$ cat config.mk
export PLATFORM = sky130hd
export DESIGN_NAME = mem_read_initiator
export DESIGN_NICKNAME = d
export VERILOG_FILES = /design/src/rtl/mem_rd_pkg.sv /design/src/rtl/mem_rd_timer.sv /design/src/rtl/mem_read_initiator.sv
export SDC_FILE = /design/constraint.sdc
export NUM_CORES = 1
export LEC_CHECK = 0
export BUFFER_PORTS_ARGS = -buffer_cell sky130_fd_sc_hd__buf_2
export CAP_MARGIN = 20
export CELL_PAD_IN_SITES_DETAIL_PLACEMENT = 1
export CELL_PAD_IN_SITES_GLOBAL_PLACEMENT = 1
export CORE_AREA = 2 2 115 117
export CTS_BUF_LIST = sky130_fd_sc_hd__clkbuf_8
export CTS_CLUSTER_SIZE = 20
export DETAILED_ROUTE_END_ITERATION = 6
export DIE_AREA = 0 0 117 119
export PLACE_DENSITY = 0.95
export SLEW_MARGIN = 20
export SYNTH_ARGS = -nofsm -noshare
export SYNTH_HDL_FRONTEND = slang
export SYNTH_SLANG_ARGS = --single-unit
$ cat constraint.sdc
create_clock -name clk -period 7.4 [get_ports clk]
set_input_delay 1.85 -clock clk [delete_from_list [all_inputs] [get_ports clk]]
set_output_delay 1.85 -clock clk [all_outputs]
set_load 0.1 [all_outputs]
$ cat src/rtl/mem_rd_pkg.sv
// Shared types and constants for the main-memory read initiator.
package mem_rd_pkg;

   typedef enum logic [1:0] {
      IDLE,
      ISSUE,
      WAIT,
      RESP
   } mem_rd_state_t;

   localparam int LINE_BYTES      = 8;
   localparam int MEM_NOMINAL_LAT = 9;
   localparam int DEFAULT_TIMEOUT = 16;

endpackage

$ cat src/rtl/mem_rd_timer.sv
// Saturating wait counter; expired flags the last allowed WAIT cycle.
module mem_rd_timer
   import mem_rd_pkg::*;
#(
   parameter int LIMIT = DEFAULT_TIMEOUT
) (
   input  logic clk,
   input  logic rst,
   input  logic clear,
   input  logic enable,
   output logic expired
);

   localparam int W = $clog2(LIMIT + 1);

   logic [W-1:0] count;

   // Holds at LIMIT so a stalled enable can never wrap back into range.
   always_ff @(posedge clk or posedge rst) begin
      if (rst) begin
         count <= '0;
      end else if (clear) begin
         count <= '0;
      end else if (enable && (count != W'(LIMIT))) begin
         count <= count + W'(1);
      end
   end

   assign expired = (count == W'(LIMIT - 1));

endmodule

$ cat src/rtl/mem_read_initiator.sv
// Cache-side read initiator: aligns a word request to an 8-byte line, runs the
// one-shot arvalid/rvalid handshake with main memory and returns line plus word.
module mem_read_initiator
   import mem_rd_pkg::*;
#(
   parameter int ADDR_W    = 32,
   parameter int MEM_BYTES = 128,
   parameter int TIMEOUT   = DEFAULT_TIMEOUT
) (
   input  logic              clk,
   input  logic              rst,
   input  logic              req_valid,
   input  logic [ADDR_W-1:0] req_addr,
   output logic              req_ready,
   output logic              arvalid,
   output logic [ADDR_W-1:0] addr,
   input  logic [63:0]       data,
   input  logic              rvalid,
   output logic              resp_valid,
   input  logic              resp_ready,
   output logic [63:0]       resp_line,
   output logic [31:0]       resp_word,
   output logic              resp_err
);

   localparam logic [ADDR_W-1:0] LINE_MASK = ~ADDR_W'(LINE_BYTES - 1);
   localparam logic [ADDR_W-1:0] MEM_LIMIT = ADDR_W'(MEM_BYTES);

   mem_rd_state_t state;
   mem_rd_state_t state_nxt;

   logic [ADDR_W-1:0] addr_q;
   logic              word_lo_q;
   logic [63:0]       resp_line_q;
   logic              resp_err_q;

   logic              addr_load;
   logic              resp_load;
   logic [63:0]       resp_line_nxt;
   logic              resp_err_nxt;
   logic              timer_clear;
   logic              timer_en;
   logic              timer_expired;
   logic              req_oor;

   assign req_oor = (req_addr >= MEM_LIMIT);

   mem_rd_timer #(
      .LIMIT (TIMEOUT)
   ) u_timer (
      .clk     (clk),
      .rst     (rst),
      .clear   (timer_clear),
      .enable  (timer_en),
      .expired (timer_expired)
   );

   always_ff @(posedge clk or posedge rst) begin
      if (rst) begin
         state <= IDLE;
      end else begin
         state <= state_nxt;
      end
   end

   // Out-of-range requests skip memory entirely and answer with an error line.
   always_comb begin
      state_nxt     = state;
      addr_load     = 1'b0;
      resp_load     = 1'b0;
      resp_line_nxt = '0;
      resp_err_nxt  = 1'b0;
      timer_clear   = 1'b0;
      timer_en      = 1'b0;
      case (state)
         IDLE: begin
            if (req_valid) begin
               addr_load = 1'b1;
               if (req_oor) begin
                  resp_load    = 1'b1;
                  resp_err_nxt = 1'b1;
                  state_nxt    = RESP;
               end else begin
                  state_nxt = ISSUE;
               end
            end
         end
         ISSUE: begin
            timer_clear = 1'b1;
            state_nxt   = WAIT;
         end
         WAIT: begin
            timer_en = 1'b1;
            if (rvalid) begin
               resp_load     = 1'b1;
               resp_line_nxt = data;
               state_nxt     = RESP;
            end else if (timer_expired) begin
               resp_load    = 1'b1;
               resp_err_nxt = 1'b1;
               state_nxt    = RESP;
            end
         end
         RESP: begin
            if (resp_ready) begin
               state_nxt = IDLE;
            end
         end
         default: begin
            state_nxt = IDLE;
         end
      endcase
   end

   always_ff @(posedge clk or posedge rst) begin
      if (rst) begin
         addr_q      <= '0;
         word_lo_q   <= 1'b0;
         resp_line_q <= '0;
         resp_err_q  <= 1'b0;
      end else begin
         if (addr_load) begin
            addr_q    <= req_addr & LINE_MASK;
            word_lo_q <= req_addr[2];
         end
         if (resp_load) begin
            resp_line_q <= resp_line_nxt;
            resp_err_q  <= resp_err_nxt;
         end
      end
   end

   // Handshake outputs decode straight from state so reset drops them at once.
   assign req_ready  = (state == IDLE);
   assign arvalid    = (state == ISSUE);
   assign resp_valid = (state == RESP);
   assign addr       = addr_q;
   assign resp_line  = resp_line_q;
   assign resp_err   = resp_err_q;
   assign resp_word  = word_lo_q ? resp_line_q[31:0] : resp_line_q[63:32];

endmodule

# ---- Word-level counts from Yosys, hierarchy flattened
# Index checks and enable logic that the tools add are counted.
dict set report op_classes {
  n_reduce_logical 4
  mux 22
  n_lt_le_gt_ge 1
  addsub 1
  n_eq_ne 8
}
# op count
set ops {}
lappend ops {{64-bit two-way mux} 2}
lappend ops {{32-bit by 8-bit greater-or-equal comparator with 1-bit output (second input constant)} 1}
lappend ops {{32-bit two-way mux} 1}
lappend ops {{2-bit two-way mux} 5}
lappend ops {{5-bit two-way mux} 2}
lappend ops {{1-bit two-way mux} 9}
lappend ops {{2-bit one-hot mux with 4 select lines} 1}
lappend ops {{5-bit by 1-bit adder with 5-bit output (second input constant)} 1}
lappend ops {{5-bit by 4-bit equality test with 1-bit output (second input constant)} 1}
lappend ops {{5-bit != test (second input constant)} 1}
lappend ops {{2-bit equality test (second input constant)} 2}
lappend ops {{1-bit one-hot mux with 2 select lines} 2}
lappend ops {{3-bit != test (second input constant)} 1}
lappend ops {{3-bit AND reduction} 1}
lappend ops {{2-bit by 1-bit equality test with 1-bit output (second input constant)} 1}
lappend ops {{2-bit logical NOT} 1}
lappend ops {{2-bit by 1-bit != test with 1-bit output (second input constant)} 1}
lappend ops {{2-bit != test (second input constant)} 1}
lappend ops {{2-bit nonzero test} 1}
lappend ops {{1-bit logical AND} 1}
dict set report word_totals {
  in_bits 101
  elab_cells 42
  register_bits 102
}

# ---- Depth between registers and ports, before layout
dict set report logic_depth {
  ltp_word 5
  depth_mapped 7
  depth_no_buf 6
}

# ---- Modules after synthesis
# From an unflattened synthesis, not the netlist that was laid out.
dict set report hier_totals {
  hier_cells 442
  area_unflattened_um2 4762.1
}
# module cells_each seq_area_each_um2 instances area_each_um2
set by_module_without_submodules {}
lappend by_module_without_submodules {mem_read_initiator 412 2427.3 1 4464.3}
lappend by_module_without_submodules {mem_rd_timer 30 125.1 1 297.8}

# ---- Worst setup path after synthesis
# Ideal clock, no wire load.
dict set report synth_timing {
  path_type {register to output}
  from {register resp_line_q[0], in the netlist resp_line[0]}
  to {output port resp_word[0]}
  path_slack_ns 3.981
  path_stages_with_launch 2
  arrival_ns 1.569
  path_buffers 0
  cell_sequence {dfrtp_1 mux2_2}
}
dict set report synth_between {
  elab_chain_len 1
}
# element line
set synth_lines {}
lappend synth_lines {{start: declaration} mem_read_initiator.sv:34} ;# logic [63:0] resp_line_q;
lappend synth_lines {{start signal: assignment} mem_read_initiator.sv:127} ;# resp_line_q <= resp_line_nxt;
lappend synth_lines {{32-bit two-way mux} mem_read_initiator.sv:140} ;# assign resp_word = word_lo_q ? resp_line_q[31:0] : resp_line_q[63:32];
lappend synth_lines {{end: declaration} mem_read_initiator.sv:22} ;# output logic [31:0] resp_word,
# Every way passes these cells.

# ---- Final worst setup path
dict set report layout_timing {
  from {register word_lo_q}
  to {output port resp_word[17]}
}
dict set report layout_between {
  elab_chain_len 1
}
# element line
set layout_lines {}
lappend layout_lines {{start: declaration} mem_read_initiator.sv:33} ;# logic word_lo_q;
lappend layout_lines {{start signal: assignment} mem_read_initiator.sv:124} ;# word_lo_q <= req_addr[2];
lappend layout_lines {{32-bit two-way mux} mem_read_initiator.sv:140}
# Every way passes these cells.

==> Implementation_results.wiki <==
{| class="wikitable"
! Metric !! Value
|-
| Final wirelength || 13640 um
|-
| Post-synth EDFFs || 0
|-
| Count of state elements after synthesis || 102
|-
| Clock-pin slew of the registers on the worst-case setup and hold paths || 0.09 ns
|-
| RR Endpoint || resp_line[28]
|-
| Worst path cell trace || buf_4 > mux2_2 > buf_2
|-
| Most used standard cells in the synthesized netlist || sky130_fd_sc_hd__nand2_1, sky130_fd_sc_hd__dfrtp_1, sky130_fd_sc_hd__mux2_2, sky130_fd_sc_hd__o21ai_2, sky130_fd_sc_hd__o21ai_0
|-
| Detailed-routing iteration count for the pre-antenna-repair pass || 4
|-
| Clock net sink count || 102
|-
| Total number of cells along the worst setup path || 3
|-
| Initial antenna violation count || 0
|-
| Most common flop cell mapped by yosys || sky130_fd_sc_hd__dfrtp_1
|-
| Detailed-route via count || 4007
|-
| Transition at the pin with the smallest max-transition slack || 0.8685 ns
|-
| Origin of the worst setup path || word_lo_q
|-
| Fin nets || 762
|-
| Via/cell ratio || 4.805
|-
| Crit path launch type || flip-flop
|-
| Hpwl dp || 10250 um
|-
| Gpl congestion || 0.7591
|-
| Post-CTS Resized || 0
|-
| Post-synthesis average cell area || 10.77 um2
|-
| Post-CTS Hold Buffers || 0
|-
| Delay-heaviest family, CP || flip-flops
|-
| Setup TNS after final layout || 0 ns
|-
| Synthesized area || 4740 um2
|-
| Outcome || complete, no violations
|-
| Area of the core || 12870 um2
|-
| Die height || 119 um
|-
| Pin count of the biggest net entering global routing || 66
|-
| Area contributors post-synth || sky130_fd_sc_hd__dfrtp_1, sky130_fd_sc_hd__mux2_2, sky130_fd_sc_hd__nand2_1
|-
| Worst min path class || reg -> reg
|-
| Count of antenna diodes in the layout || 0
|-
| Maximum Capacitance Violations || 0
|-
| Global router's overall resource usage || 0.1972
|-
| Layout Skew || 0.005142 ns
|-
| Post-CTS Setup Repair Bufs || 0
|-
| Wire per inst || 16.36 um
|-
| Placement row count || 42
|-
| Number of cells produced by synthesis || 440
|-
| Critical path peak fanout || 17
|-
| Type of the worst setup path || reg -> out
|-
| Initial core utilization || 0.3681
|-
| Setup slack of the most critical reg-to-reg path || 4.58 ns
|-
| Total grt overflow || 0
|-
| Clock tree from TritonCTS || built
|-
| Remaining number of nets flagged by the antenna check after routing || 0
|-
| Maximum buffer depth of the clock tree || 2
|-
| Top cell type's share of synthesized area || 0.5385
|-
| Buffer type at the clock tree root || sky130_fd_sc_hd__clkbuf_8
|-
| Total buffers and inverters traversed by the critical path || 2
|-
| Headroom to the max-slew limit || 0.4188
|-
| Hold Fails Final Rpt || 0
|-
| Number of DRC violations after detailed routing || 0
|-
| Critical path arrival || 2.33 ns
|-
| Final critical delay including setup and external delays || 4.180 ns
|-
| Unique masters post-synth || 32
|-
| Largest area contributor in the netlist || sky130_fd_sc_hd__dfrtp_1
|-
| Delay contributed by the slowest stage of the critical path || 0.87 ns
|-
| Synthesis-to-layout area growth || 30.07%
|-
| Quantity of I/O buffers inserted on ports || 227
|-
| Standard cell with the maximum stage delay on the critical path || sky130_fd_sc_hd__dfrtp_1
|-
| Number of CTS-inserted buffers || 9
|-
| RSZ-0062 raised after global routing || no
|-
| Global-route wire length before repair || 21380 um
|-
| Share of layout cells above drive strength 1 || 0.5334
|-
| Most repeated cell in the gate-level netlist after synthesis || sky130_fd_sc_hd__nand2_1
|-
| Slew Viols, Final || 0
|-
| Final setup fails || 0
|-
| Endpoint class of the critical path || primary output
|-
| Share of flip-flops with an asynchronous set or reset || 1.000
|-
| Final period utilization || 0.5649
|-
| Maximum level of the CTS H-tree || 3
|-
| Total Die Area || 13920 um2
|-
| Endpoint of the worst setup timing path || resp_word[17]
|-
| Total of warnings raised by yosys || 0
|-
| WP data required || 5.55 ns
|-
| Number of global-route vias before repair || 4379
|-
| Number of I/O pins || 233
|-
| Horizontal extent of the die || 117 um
|-
| Upper clock frequency limit || 239.2 MHz
|-
| Cells on worst reg2reg path || 7
|-
| Clock insertion delay at the later pin of the skew report || 0.36 ns
|-
| Count of routing violations after the opening detailed-route iteration || 195
|-
| RR Startpoint || state[1]
|-
| Fraction of the yosys area taken by sequential cells || 0.5385
|}
## sequential cells by signal, indices dropped and copies added (netlist names)
| name | count |
|---|---|
| addr | 29 |
| resp_line | 64 |
| u_timer.count | 5 |
| state | 2 |
| word_lo_q | 1 |
| resp_err | 1 |
## how the worst min path moves through the flow
stage | startpoint | end | slack (ns) | depth (start not counted)
after floorplan | u_timer.count[3] | u_timer.count[3] | 0.51 | 2
after global placement | addr[21] | addr[21] | 0.48 | 1
after detailed placement | addr[9] | addr[9] | 0.49 | 1
after CTS | addr[9] | addr[9] | 0.51 | 1
after global routing | addr[9] | addr[9] | 0.52 | 1
final | addr[9] | addr[9] | 0.51 | 1
## layout make-up
| class | count | area (um2) |
|---|---|---|
| Clock buffer | 13 | 178.9 |
| Clock inverter | 2 | 7.507 |
| Fill cell | 1520 | 6710 |
| Inverter | 7 | 28.78 |
| Multi-Input combinational cell | 302 | 2003 |
| Sequential cell | 102 | 2552 |
| Tap cell | 176 | 220.2 |
| Timing Repair Buffer | 232 | 1174 |
## metrics by stage
step / util / hold slack (ns) / area (um2) / setup WS, ns / cells
2_1_floorplan: - / 0.5110 / 4747 / 2.875 / 442
3_3_place_gp: 0.4642 / 0.4842 / 5977 / 3.437 / 819
3_5_place_dp: 0.4643 / 0.4899 / 5978 / 3.387 / 819
4_1_cts: 0.4788 / 0.5111 / 6165 / 3.145 / 834
5_1_grt: 0.4788 / 0.5191 / 6165 / 3.114 / 834
6_report: 0.4788 / 0.5078 / 6165 / 3.220 / 834
## placed cells by master, fill, tap and decap left out
cell type and n:
sky130_fd_sc_hd__nand2_1 131, sky130_fd_sc_hd__inv_4 1, sky130_fd_sc_hd__o21ai_0 15, sky130_fd_sc_hd__nor2b_1 1
sky130_fd_sc_hd__nor4_1 5, sky130_fd_sc_hd__inv_1 8, sky130_fd_sc_hd__a31oi_1 1, sky130_fd_sc_hd__dfrtp_1 102
sky130_fd_sc_hd__buf_4 5, sky130_fd_sc_hd__a221oi_1 1, sky130_fd_sc_hd__xor2_1 2, sky130_fd_sc_hd__ha_1 7
sky130_fd_sc_hd__o21ai_4 1, sky130_fd_sc_hd__o32a_1 1, sky130_fd_sc_hd__o21ai_2 39, sky130_fd_sc_hd__o21bai_1 1
sky130_fd_sc_hd__a311oi_1 1, sky130_fd_sc_hd__and3_1 2, sky130_fd_sc_hd__and2_4 1, sky130_fd_sc_hd__nor2_1 7
sky130_fd_sc_hd__nand4_1 1, sky130_fd_sc_hd__nand4bb_1 1, sky130_fd_sc_hd__a21oi_1 2, sky130_fd_sc_hd__mux2_2 63
sky130_fd_sc_hd__nor3_1 1, sky130_fd_sc_hd__xnor2_1 1, sky130_fd_sc_hd__o21ai_1 10, sky130_fd_sc_hd__buf_2 227
sky130_fd_sc_hd__nand3_1 2, sky130_fd_sc_hd__a21oi_4 1, sky130_fd_sc_hd__conb_1 3, sky130_fd_sc_hd__clkbuf_8 13
sky130_fd_sc_hd__and4_1 1
## cell families after synthesis
family / after synthesis / synth area share
AOI/OAI and AO/OA: 73 / 0.1130
xor gates and xnor gates: 3 / 0.005545
adders and majority gates: 7 / 0.01848
buffers and inverters: 38 / 0.04409
DFF: 102 / 0.5385
muxes: 63 / 0.1497
other: 1 / 0.0007912
and+or+nand+nor: 153 / 0.1299
## metal layers
layer  track usage  share of wire
met2        0.3569           0.52
met3       0.04326          0.061
met4       0.07206          0.018
met1        0.2238           0.40
met5             0              0
Power is not shown: default switching activity piles up to over one toggle a cycle in this logic, so the estimate is an artifact.
